==> config.mk <==
export PLATFORM = sky130hd
export DESIGN_NAME = apb_reg_arbiter
export DESIGN_NICKNAME = d
export VERILOG_FILES = /design/src/rtl/apb_reg_arbiter.sv
export SDC_FILE = /design/constraint.sdc
export NUM_CORES = 1
export LEC_CHECK = 0
export BUFFER_PORTS_ARGS = -buffer_cell sky130_fd_sc_hd__buf_2
export CORE_MARGIN = 2
export CORE_UTILIZATION = 45
export DETAILED_ROUTE_END_ITERATION = 10
export GPL_ROUTABILITY_DRIVEN = 0
export HOLD_SLACK_MARGIN = 0.02
export PLACE_DENSITY = 0.79
export SLEW_MARGIN = 25
export SYNTH_ARGS = -nofsm -noshare
export SYNTH_HDL_FRONTEND = slang
export SYNTH_SLANG_ARGS = --single-unit
==> constraint.sdc <==
create_clock -name pclk -period 5.3 [get_ports pclk]
set_clock_uncertainty 0.1 [all_clocks]
set_input_delay 1.06 -clock pclk [delete_from_list [all_inputs] [get_ports pclk]]
set_output_delay 1.06 -clock pclk [all_outputs]
set_load 0.01 [all_outputs]
==> src/rtl/apb_reg_arbiter.sv <==
// Two-requester APB master in front of a fixed five-register file.
// Round-robin grant, illegal accesses answered locally without an APB cycle.

module apb_reg_decode #(
  parameter int ADDR_W = 32
) (
  input  logic [ADDR_W-1:0] i_addr,
  input  logic              i_write,
  output logic              o_legal
);
  logic w_hit;

  always_comb begin
    w_hit = 1'b0;
    case (i_addr)
      ADDR_W'(32'h00), ADDR_W'(32'h04), ADDR_W'(32'h08),
      ADDR_W'(32'h0C), ADDR_W'(32'h10): w_hit = 1'b1;
      default:                          w_hit = 1'b0;
    endcase
  end

  // 0x04 is the read-only status register
  assign o_legal = w_hit && !(i_write && (i_addr == ADDR_W'(32'h04)));
endmodule

module apb_reg_arbiter #(
  parameter int ADDR_W = 32,
  parameter int DATA_W = 32
) (
  input  logic              pclk,
  input  logic              presetn,
  input  logic              m0_req,
  input  logic              m0_write,
  input  logic [ADDR_W-1:0] m0_addr,
  input  logic [DATA_W-1:0] m0_wdata,
  output logic              m0_ack,
  output logic [DATA_W-1:0] m0_rdata,
  output logic              m0_err,
  input  logic              m1_req,
  input  logic              m1_write,
  input  logic [ADDR_W-1:0] m1_addr,
  input  logic [DATA_W-1:0] m1_wdata,
  output logic              m1_ack,
  output logic [DATA_W-1:0] m1_rdata,
  output logic              m1_err,
  output logic [ADDR_W-1:0] paddr,
  output logic [DATA_W-1:0] pwdata,
  output logic              psel,
  output logic              penable,
  output logic              pwrite,
  input  logic [DATA_W-1:0] prdata
);
  typedef enum logic [2:0] {IDLE, SETUP, ACCESS, CAPTURE, RESP} state_t;

  state_t                   r_state;
  logic                     r_last_grant;
  logic                     r_gnt_id;
  logic [ADDR_W-1:0]        r_paddr;
  logic [DATA_W-1:0]        r_pwdata;
  logic                     r_pwrite;
  logic                     r_psel;
  logic                     r_penable;
  logic [1:0]               r_ack;
  logic [1:0]               r_err;
  logic [1:0][DATA_W-1:0]   r_rdata;

  logic [1:0]               w_req;
  logic [1:0]               w_write;
  logic [1:0]               w_legal;
  logic [1:0][ADDR_W-1:0]   w_addr;
  logic [1:0][DATA_W-1:0]   w_wdata;
  logic                     w_gnt;

  assign w_req   = {m1_req, m0_req};
  assign w_write = {m1_write, m0_write};
  assign w_addr  = {m1_addr, m0_addr};
  assign w_wdata = {m1_wdata, m0_wdata};

  for (genvar g = 0; g < 2; g++) begin : g_dec
    apb_reg_decode #(.ADDR_W(ADDR_W)) u_dec (
      .i_addr  (w_addr[g]),
      .i_write (w_write[g]),
      .o_legal (w_legal[g])
    );
  end

  // Sole requester wins; on a tie the one not served last wins.
  always_comb begin
    case (w_req)
      2'b01:   w_gnt = 1'b0;
      2'b10:   w_gnt = 1'b1;
      default: w_gnt = ~r_last_grant;
    endcase
  end

  always_ff @(posedge pclk or negedge presetn) begin
    if (!presetn) begin
      r_state      <= IDLE;
      r_last_grant <= 1'b1;
      r_gnt_id     <= 1'b0;
      r_paddr      <= '0;
      r_pwdata     <= '0;
      r_pwrite     <= 1'b0;
      r_psel       <= 1'b0;
      r_penable    <= 1'b0;
      r_ack        <= '0;
      r_err        <= '0;
      r_rdata      <= '0;
    end else begin
      r_ack <= '0;
      case (r_state)
        IDLE: begin
          if (|w_req) begin
            r_gnt_id     <= w_gnt;
            r_last_grant <= w_gnt;
            r_paddr      <= w_addr[w_gnt];
            r_pwdata     <= w_wdata[w_gnt];
            r_pwrite     <= w_write[w_gnt];
            if (w_legal[w_gnt]) begin
              r_psel  <= 1'b1;
              r_state <= SETUP;
            end else begin
              r_ack[w_gnt]   <= 1'b1;
              r_err[w_gnt]   <= 1'b1;
              r_rdata[w_gnt] <= '0;
              r_state        <= RESP;
            end
          end
        end
        SETUP: begin
          r_penable <= 1'b1;
          r_state   <= ACCESS;
        end
        ACCESS: begin
          r_psel    <= 1'b0;
          r_penable <= 1'b0;
          if (r_pwrite) begin
            r_ack[r_gnt_id]   <= 1'b1;
            r_err[r_gnt_id]   <= 1'b0;
            r_rdata[r_gnt_id] <= '0;
            r_state           <= RESP;
          end else begin
            r_state <= CAPTURE;
          end
        end
        // register file presents read data one cycle after ACCESS
        CAPTURE: begin
          r_ack[r_gnt_id]   <= 1'b1;
          r_err[r_gnt_id]   <= 1'b0;
          r_rdata[r_gnt_id] <= prdata;
          r_state           <= RESP;
        end
        RESP:    r_state <= IDLE;
        default: r_state <= IDLE;
      endcase
    end
  end

  assign paddr    = r_paddr;
  assign pwdata   = r_pwdata;
  assign pwrite   = r_pwrite;
  assign psel     = r_psel;
  assign penable  = r_penable;
  assign m0_ack   = r_ack[0];
  assign m1_ack   = r_ack[1];
  assign m0_err   = r_err[0];
  assign m1_err   = r_err[1];
  assign m0_rdata = r_rdata[0];
  assign m1_rdata = r_rdata[1];
endmodule

* After elaboration in Yosys (flattened, before gate mapping) *
Index checks and enable logic that the tools add are counted.

storage, ports and cells
  register bits = 140
  bits of input ports = 166
  output and inout port bits = 135
  word-level logic and storage cells = 101

cells by class
  magnitude comparators = 4
  eq/ne operators = 17
  multiplexer cells = 40
  bitwise logic cells = 8
  reduce and logical (&&, ||, !) cells = 20

operators with widths
  kind                   count
  $mux W32               6
  $mux W64               3
  $pmux W64 S3           1
  $and A64 B64 Y64       2
  $eq A32 B4 Y1 const B  4
  $not A64 Y64           2
  $bwmux W64             1
  $demux W32 S1          2
  $eq A32 B3 Y1 const B  2
  $eq A32 B5 Y1 const B  2
  $logic_not A32 Y1      2
  $mux W2                6
  $pmux W2 S3            2
  $pmux W3 S4            1
  $mux W1                10
  $reduce_or A5 Y1       2
  $mux W3                3
  $ne A2 B2 Y1 const B   4
  $eq A3 B2 Y1 const B   2
  $logic_and A1 B1 Y1    6
  $pmux W1 S2            3
  $lt A1 B2 Y1 const B   2
  $reduce_and A4 Y1      1
  $reduce_bool A2 Y1     2
  15 further kinds       18

* Logic depth before layout (Yosys ltp) *
Gate-level depths: netlist of the first run.

  word-level depth = 11
  depth in mapped cells = 8
  gate-level depth less buffers = 7

* Cells and area by module *
A second synthesis of the first run with hierarchy kept.

second synthesis, totals
  cell total of the unflattened synthesis = 526
  area, all modules = 6214.7 um2

by module, submodules not included
  module                            instances  cells each  area an instance (um2)  sequential area each (um2)
  apb_reg_arbiter                   1          500         6007.0                  3504.6
  apb_reg_decode at g_dec[0].u_dec  1          13          105.1                   0.0
  apb_reg_decode at g_dec[1].u_dec  1          13          102.6                   0.0

* Worst setup path after synthesis of the first run *
No wires, ideal clock.

  path type = input-to-reg
  from = input m0_req
  to = register r_paddr[0] (netlist: paddr[0])
  library setup time = 0.133 ns
  arrival time = 2.429 ns
  data required time = 5.067 ns
  path slack = 2.638 ns
  stages on the path = 7
  buffers on the path = 2
  cell sequence = inv_1 ha_1 mux2i_4 buf_4 buf_4 mux2i_1 o21ai_0

between the ends
  cells in the longest elaborated chain, start to end = 4
  elaborated cells on any way between the ends = 7
  classes of those cells = eq/ne (2); mux (3); reduce/logical (2)

RTL lines
  item                                                 RTL line  text
  start, declared                                      32        input logic m0_req,
  $eq A2 B2 Y1 / $eq A2 B1 Y1 (equally long branches)  89        case (w_req)
  $pmux W1 S2                                          89
  $mux W32 (not written as such) (2 in a row)          116       r_paddr <= w_addr[w_gnt];
  end signal, assigned                                 116
  end, declared                                        58        logic [ADDR_W-1:0] r_paddr;

Parallel ways exist; a longest one is shown, timed or not. The select of a mux whose other input is x is not followed.
A chain may end at the register's enable or synchronous reset.

* Worst setup path in the final report of the first run *
  from = input m0_req
  to = register r_rdata, in the netlist m1_rdata[26]

between the ends
  cells in the longest elaborated chain, start to end = 11
  elaborated cells on any way between the ends = 19
  classes of those cells = order compare (2); eq/ne (4); mux (8); bitwise (2); reduce/logical (3)

RTL lines
  item                                                                       RTL line  text
  $eq A2 B2 Y1 / $eq A2 B1 Y1 (equally long branches)                        89
  $pmux W1 S2                                                                89
  $lt A1 B2 Y1 (not written as such) / $ge A1 B1 Y1 (equally long branches)  125       r_rdata[w_gnt] <= '0;
  $logic_and A1 B1 Y1 (not written as such)                                  125
  $mux W32 (not written as such)                                             125
  $demux W32 S1                                                              125
  $not A64 Y64 (no source line)                                              -
  $and A64 B64 Y64 (no source line)                                          -
  $mux W64                                                                   119       if (w_legal[w_gnt]) begin
  $mux W64                                                                   113       if (|w_req) begin
  $pmux W64 S3                                                               111       case (r_state)
  end signal, assigned by index                                              150       r_rdata[r_gnt_id] <= prdata;
  end, declared                                                              65        logic [1:0][DATA_W-1:0] r_rdata;

Parallel ways exist; a longest one is shown, timed or not. The select of a mux whose other input is x is not followed.

==> results.cfg, run 1 <==
[logic_synthesis]
synthFlopType = dfrtp_1
synthSimpleGateAreaFrac = 0.0888
netlist_area_mm2 = 0.00599
synth-compound-area-share = 0.170
synth_common_cells = dfrtp_1, nand2_1, o21ai_0
synthAdderAreaFrac = 0.00418
synth_mux_area_frac = 0.112
synth_area_leaders = dfrtp_1, mux2i_1, a22o_1
synthCells = 507
synth_seq_area_share = 0.585
synth_xor_area_frac = 0
ys_seq_elements = 140
synth_cell_types = 37
postSynthAreaPerCell_um2 = 11.8
synth_edf_count = 0
synth_most_common_cell = dfrtp_1
yosys.area.top_type_share = 0.581
ys_warn_count = 0
synth_top_family_by_area = compound AO/OA/AOI/OAI gates
yosysTopAreaCell = dfrtp_1
async_flop_share = 1.00
synth_nets = 675

[setup_path]
critPathKind = input pin to register
crit_fanout = 37
arrival_ps = 3120
cp-end-kind = register
cp.required_ps = 5550
startpoint_type = input pin

[cells_and_area]
syn_to_final_growth_pct = 36.4
fin_nets = 965
design_area_mm2 = 0.00817
nFillCells = 1104
diodes = 0
drive_gt1_frac = 0.431
finish.utilization = 0.622

[sta]
tightest_slew_ps = 817
grt_setup_unrepaired = no
whs_ps = 371
period_needed_ps = 2880
setup-tns-final_ps = 0
final_hold_viol_count = 0
finalSetupViolations = 0
timing.final.crit_share = 0.543
relSlewSlack = 0.455
drv_slew = 0
max_freq_mhz = 348

[placement]
port_buffers = 300
dpl_cell_area_mm2 = 0.00756
hpwlAfterDp_um = 12000

[clock_network]
clkSinkCount = 140
clock_path_buffers = 2
post_cts_buffers = 0
numCtsBuffers = 17
ctsResizeCount = 0
hold_buffers = 0
ctsHtreeMaxLevel = 4
path_clk_slew_ps = 60
cts_tree = built
clock_latency_ps = 410
cts-root-buf = clkbuf_16

[global_route]
antenna_found_initial = 0
grt_pass1_wl_um = 25800
grt-ovfl-total = 0
grt_usage = 0.233
grt_max_degree = 107
grt_pass1_vias = 4967

[die]
io-pin-count = 301
fp.dieW_um = 119
row_count = 42
core_area_mm2 = 0.0131
die-area_mm2 = 0.0142
start_util = 0.456
die_y_um = 119

[drt]
drt_wl_total_um = 16300
drt-pass1-iter-count = 4
via_count = 5085
drt-initial-drc-count = 314
antenna_left = 0
wl_per_cell_um = 16.5
viasPerCell = 5.16
drc = 0

[status]
status = completed

[pwr]
p_switching_mw = 1.28
combPwrFrac = 0.301
powerDensity_mw_per_mm2 = 463
peakVddDrop_v = 0.000271
power_switching_share = 0.339
pwr-share-seq = 0.389
clkPwrFrac = 0.310
p_leak_nw = 4.51
power.internal_mw = 2.50

[job]
maxCapViolCount = 0

[hold_path]
min_path_type = register to register
==> flip-flops by register name, indices dropped and copies added, names as in the netlist, 2 cells and up <==
| register | cells |
|---|---|
| paddr | 32 |
| r_state | 3 |
| m0_rdata | 32 |
| r_err | 2 |
| pwdata | 32 |
| m1_rdata | 32 |
| r_ack | 2 |
==> power by group through the flow <==
| stage | Combinational (mW) | Clock [mW] | Sequential (mW) |
|---|---|---|---|
| final | 1.14 | 1.17 | 1.47 |
| after global routing | 1.26 | 1.25 | 1.51 |
| after CTS | 1.15 | 1.20 | 1.48 |
| after detailed placement | 1.15 | 0 | 1.49 |
| after global placement | 1.12 | 0 | 1.48 |
| after floorplan | 0.565 | 0 | 1.61 |
==> critical path, stage by stage <==
cell	delay [ps]
buf_2	90
inv_1	60
ha_1	330
mux2i_4	290
buf_4	550
o31a_4	500
a22o_1	220
==> layout make-up <==
class	instances	area, µm²	area share
clock buffer	20	457	0.0559
multi-input combinational	323	2250	0.276
tap	176	220	0.0269
clock inverter	12	136	0.0167
inverter	8	30.0	0.00367
sequential	140	3500	0.429
timing repair buffer	307	1570	0.192
==> path summary, 6_finish.rpt <==
kind / from / end / slack, ps / cells after the start
worst max-delay path: m0_req / m1_rdata[26] / 2420 / 7
worst min-delay path: paddr[26] / paddr[26] / 370 / 2
worst max register to register: r_last_grant / m1_rdata[26] / 3060 / 5
worst min register to register: paddr[26] / paddr[26] / 370 / 2
max in group asynchronous: presetn / m1_rdata[31] / 3440 / 2
min in group asynchronous: presetn / m1_rdata[3] / 640 / 1
==> layout by cell type (no fill, tap or decap), drive strengths merged, types with 2 or more instances in the layout <==
master / instances
buf: 306
nand2b: 2
nor4: 15
nand3: 2
o211ai: 2
a31oi: 2
nor2: 8
clkbuf: 21
nor3: 4
and4: 2
a21oi: 4
a22o: 64
bufinv: 2
o21ai: 67
ha: 2
inv: 11
dfrtp: 139
clkinvlp: 3
nor2b: 2
mux2i: 66
a21o: 2
nand2: 71
clkinv: 4
==> logic make-up (layout without fill, tap and decap cells) <==
kind of cell | Yosys count | count (layout)
AOI/OAI and AO/OA | 145 | 145
adders and majority gates | 2 | 2
buffers and inverters | 44 | 347
muxes | 66 | 66
DFF | 140 | 140
and+or+nand+nor | 110 | 110
==> per-layer routing <==
layer / wire length, µm / vias up / track usage
li1: - / 2428 / -
met1: 6650 / 2397 / 0.291
met2: 8170 / 238 / 0.403
met3: 1250 / 22 / 0.0594
met4: 230 / 0 / 0.0669
met5: 0 / - / 0
==> per-stage QoR <==
stage / power (mW) / worst slack (ps) / std cells
2_1_floorplan: 2.17 / 2640 / 507
3_3_place_gp: 2.61 / 1870 / 953
3_5_place_dp: 2.64 / 1810 / 953
4_1_cts: 3.82 / 2240 / 985
5_1_grt: 4.02 / 2320 / 986
6_report: 3.78 / 2420 / 986
No activity file was read; power rests on OpenSTA's default activity.
==> run 2: changes to the inputs <==
--- a/config.mk
+++ b/config.mk
@@ -7,11 +7,11 @@
 export LEC_CHECK = 0
 export BUFFER_PORTS_ARGS = -buffer_cell sky130_fd_sc_hd__buf_2
 export CORE_MARGIN = 2
-export CORE_UTILIZATION = 45
+export CORE_UTILIZATION = 41
 export DETAILED_ROUTE_END_ITERATION = 10
 export GPL_ROUTABILITY_DRIVEN = 0
 export HOLD_SLACK_MARGIN = 0.02
-export PLACE_DENSITY = 0.79
+export PLACE_DENSITY = 0.76
 export SLEW_MARGIN = 25
 export SYNTH_ARGS = -nofsm -noshare
 export SYNTH_HDL_FRONTEND = slang
==> constraint.sdc (replaced) <==
create_clock -name pclk -period 2.3 [get_ports pclk]
set_clock_uncertainty 0.1 [all_clocks]
set_input_delay 0.46 -clock pclk [delete_from_list [all_inputs] [get_ports pclk]]
set_output_delay 0.46 -clock pclk [all_outputs]
set_load 0.01 [all_outputs]
==> run 2 against run 1 <==
Combinational power increased by 140%. Utilization is 4.0 points lower. Total power is 140% higher. Highest routed layer unchanged. Largest cell class unchanged. Wire length shrank 0.74%. Largest power group unchanged.
==> results.cfg, run 2 (same netlist as run 1, synthesis figures left out) <==
[cells_and_area]
multiInputGateArea_mm2 = 0.00225
nFillCells = 1257
layout_common_cells = buf_2, dfrtp_1, nand2_1
diodes = 0
drive_gt1_frac = 0.441
final_common_cell = buf_2
regArea_mm2 = 0.00350
syn_to_final_growth_pct = 40.1
finish.utilization = 0.582
fin_nets = 980

[setup_path]
cp.required_ps = 2490
critPathSlowestCell = o211ai_1
crit_family = compound AO/OA/AOI/OAI gates
cp-end-kind = register
startpoint_type = input pin
crit_fanout = 33
critPathBufInv = 3
arrival_ps = 2100
critPathKind = input pin to register
crit_chain = buf_2 -> nor3_1 -> buf_4 -> a31oi_1 -> o211ai_1 -> a31oi_4 -> buf_12 -> a22o_1
critPathMaxStageDelay_ps = 370

[clock_network]
cts_tree = built
clock_path_buffers = 2
numCtsBuffers = 17
hold_buffers = 1
cts-root-buf = clkbuf_16
post_cts_buffers = 0
path_clk_slew_ps = 70
ctsResizeCount = 0
clkSinkCount = 140
clock_latency_ps = 410
ctsHtreeMaxLevel = 4

[sta]
relSlewSlack = 0.688
max_freq_mhz = 524
final_hold_viol_count = 0
finalSetupViolations = 0
finalWorstSetupSlack_ps = 392
drv_slew = 0
grt_setup_unrepaired = no
tightest_slew_ps = 464
period_needed_ps = 1910
timing.final.crit_share = 0.829

[global_route]
grt_pass1_wl_um = 26500
grt_max_degree = 84
grt_usage = 0.212
grt-ovfl-total = 0
grt_pass1_vias = 5134
antenna_found_initial = 0

[die]
die_y_um = 125
fp.dieW_um = 125
core_area_mm2 = 0.0144
row_count = 44
io-pin-count = 301
die-area_mm2 = 0.0156
start_util = 0.415

[pwr]
finalPower_mw = 8.92
p_leak_nw = 4.62
powerDensity_mw_per_mm2 = 1060
peakVddDrop_v = 0.000611

[status]
status = completed

[drt]
drt-pass1-iter-count = 4
drt-initial-drc-count = 262
viasPerCell = 5.08
drt_wl_total_um = 16200
via_count = 5130
highest_layer = met4
drc = 0
met3WireLength_um = 1230
wl_per_cell_um = 16.0
dr_wl_met2_um = 7960
m1WireLength_um = 6630
antenna_left = 0

[placement]
hpwlAfterDp_um = 12200
port_buffers = 300
dpl_worst_slack_ps = -43.0

[job]
maxCapViolCount = 0

[hold_path]
min_path_type = input pin to register
-- run 2: cell count changes in the layout (fill, tap and decap cells not counted), sizes merged --
cell | previous run | this run
clkbuf | 21 | 17
buf | 306 | 321
clkinv | 4 | 1
dlygate4sd3 | 0 | 1
inv | 11 | 17
-- run 2: metrics by stage --
step,instance area [µm²],hold WS [ps],TNS [ps],cells
2_1_floorplan,5990,64.4,0,507
3_3_place_gp,7780,356,-9.77,976
3_5_place_dp,7780,365,-1110,976
4_1_cts,8390,165,0,1009
5_1_grt,8390,167,0,1009
6_report,8390,179,0,1009
-- run 2: area by class of cell --
type / count / area share
clock inverter: 15 / 0.0207
inverter: 8 / 0.00358
timing repair buffer: 322 / 0.212
multi-input combinational: 323 / 0.268
tap: 184 / 0.0274
sequential: 140 / 0.418
clock buffer: 17 / 0.0507
-- run 2: routing by layer --
metal	GRT usage	vias up
li1	-	2450
met1	0.259	2424
met2	0.358	235
met3	0.0644	21
met4	0.0745	0
met5	0	-
-- run 2: worst paths after layout --
check | depth (start not counted) | slack, ps | startpoint | end
worst max-delay path | 8 | 390 | m0_addr[5] | m0_rdata[1]
worst min-delay path | 2 | 180 | prdata[22] | m0_rdata[22]
worst max register to register | 5 | 450 | r_state[0] | m1_rdata[3]
worst min register to register | 2 | 370 | pwdata[13] | pwdata[13]
max in group asynchronous | 3 | 1170 | presetn | pwdata[9]
min in group asynchronous | 3 | 510 | presetn | pwdata[24]
-- run 2: power by group --
part / total (mW) / switching [mW] / internal, mW / leakage, nW
Clock: 2.77 / 1.13 / 1.64 / 0.287
Combinational: 2.77 / 1.60 / 1.17 / 2.51
Sequential: 3.39 / 0.312 / 3.07 / 1.82
Total: 8.92 / 3.04 / 5.88 / 4.62
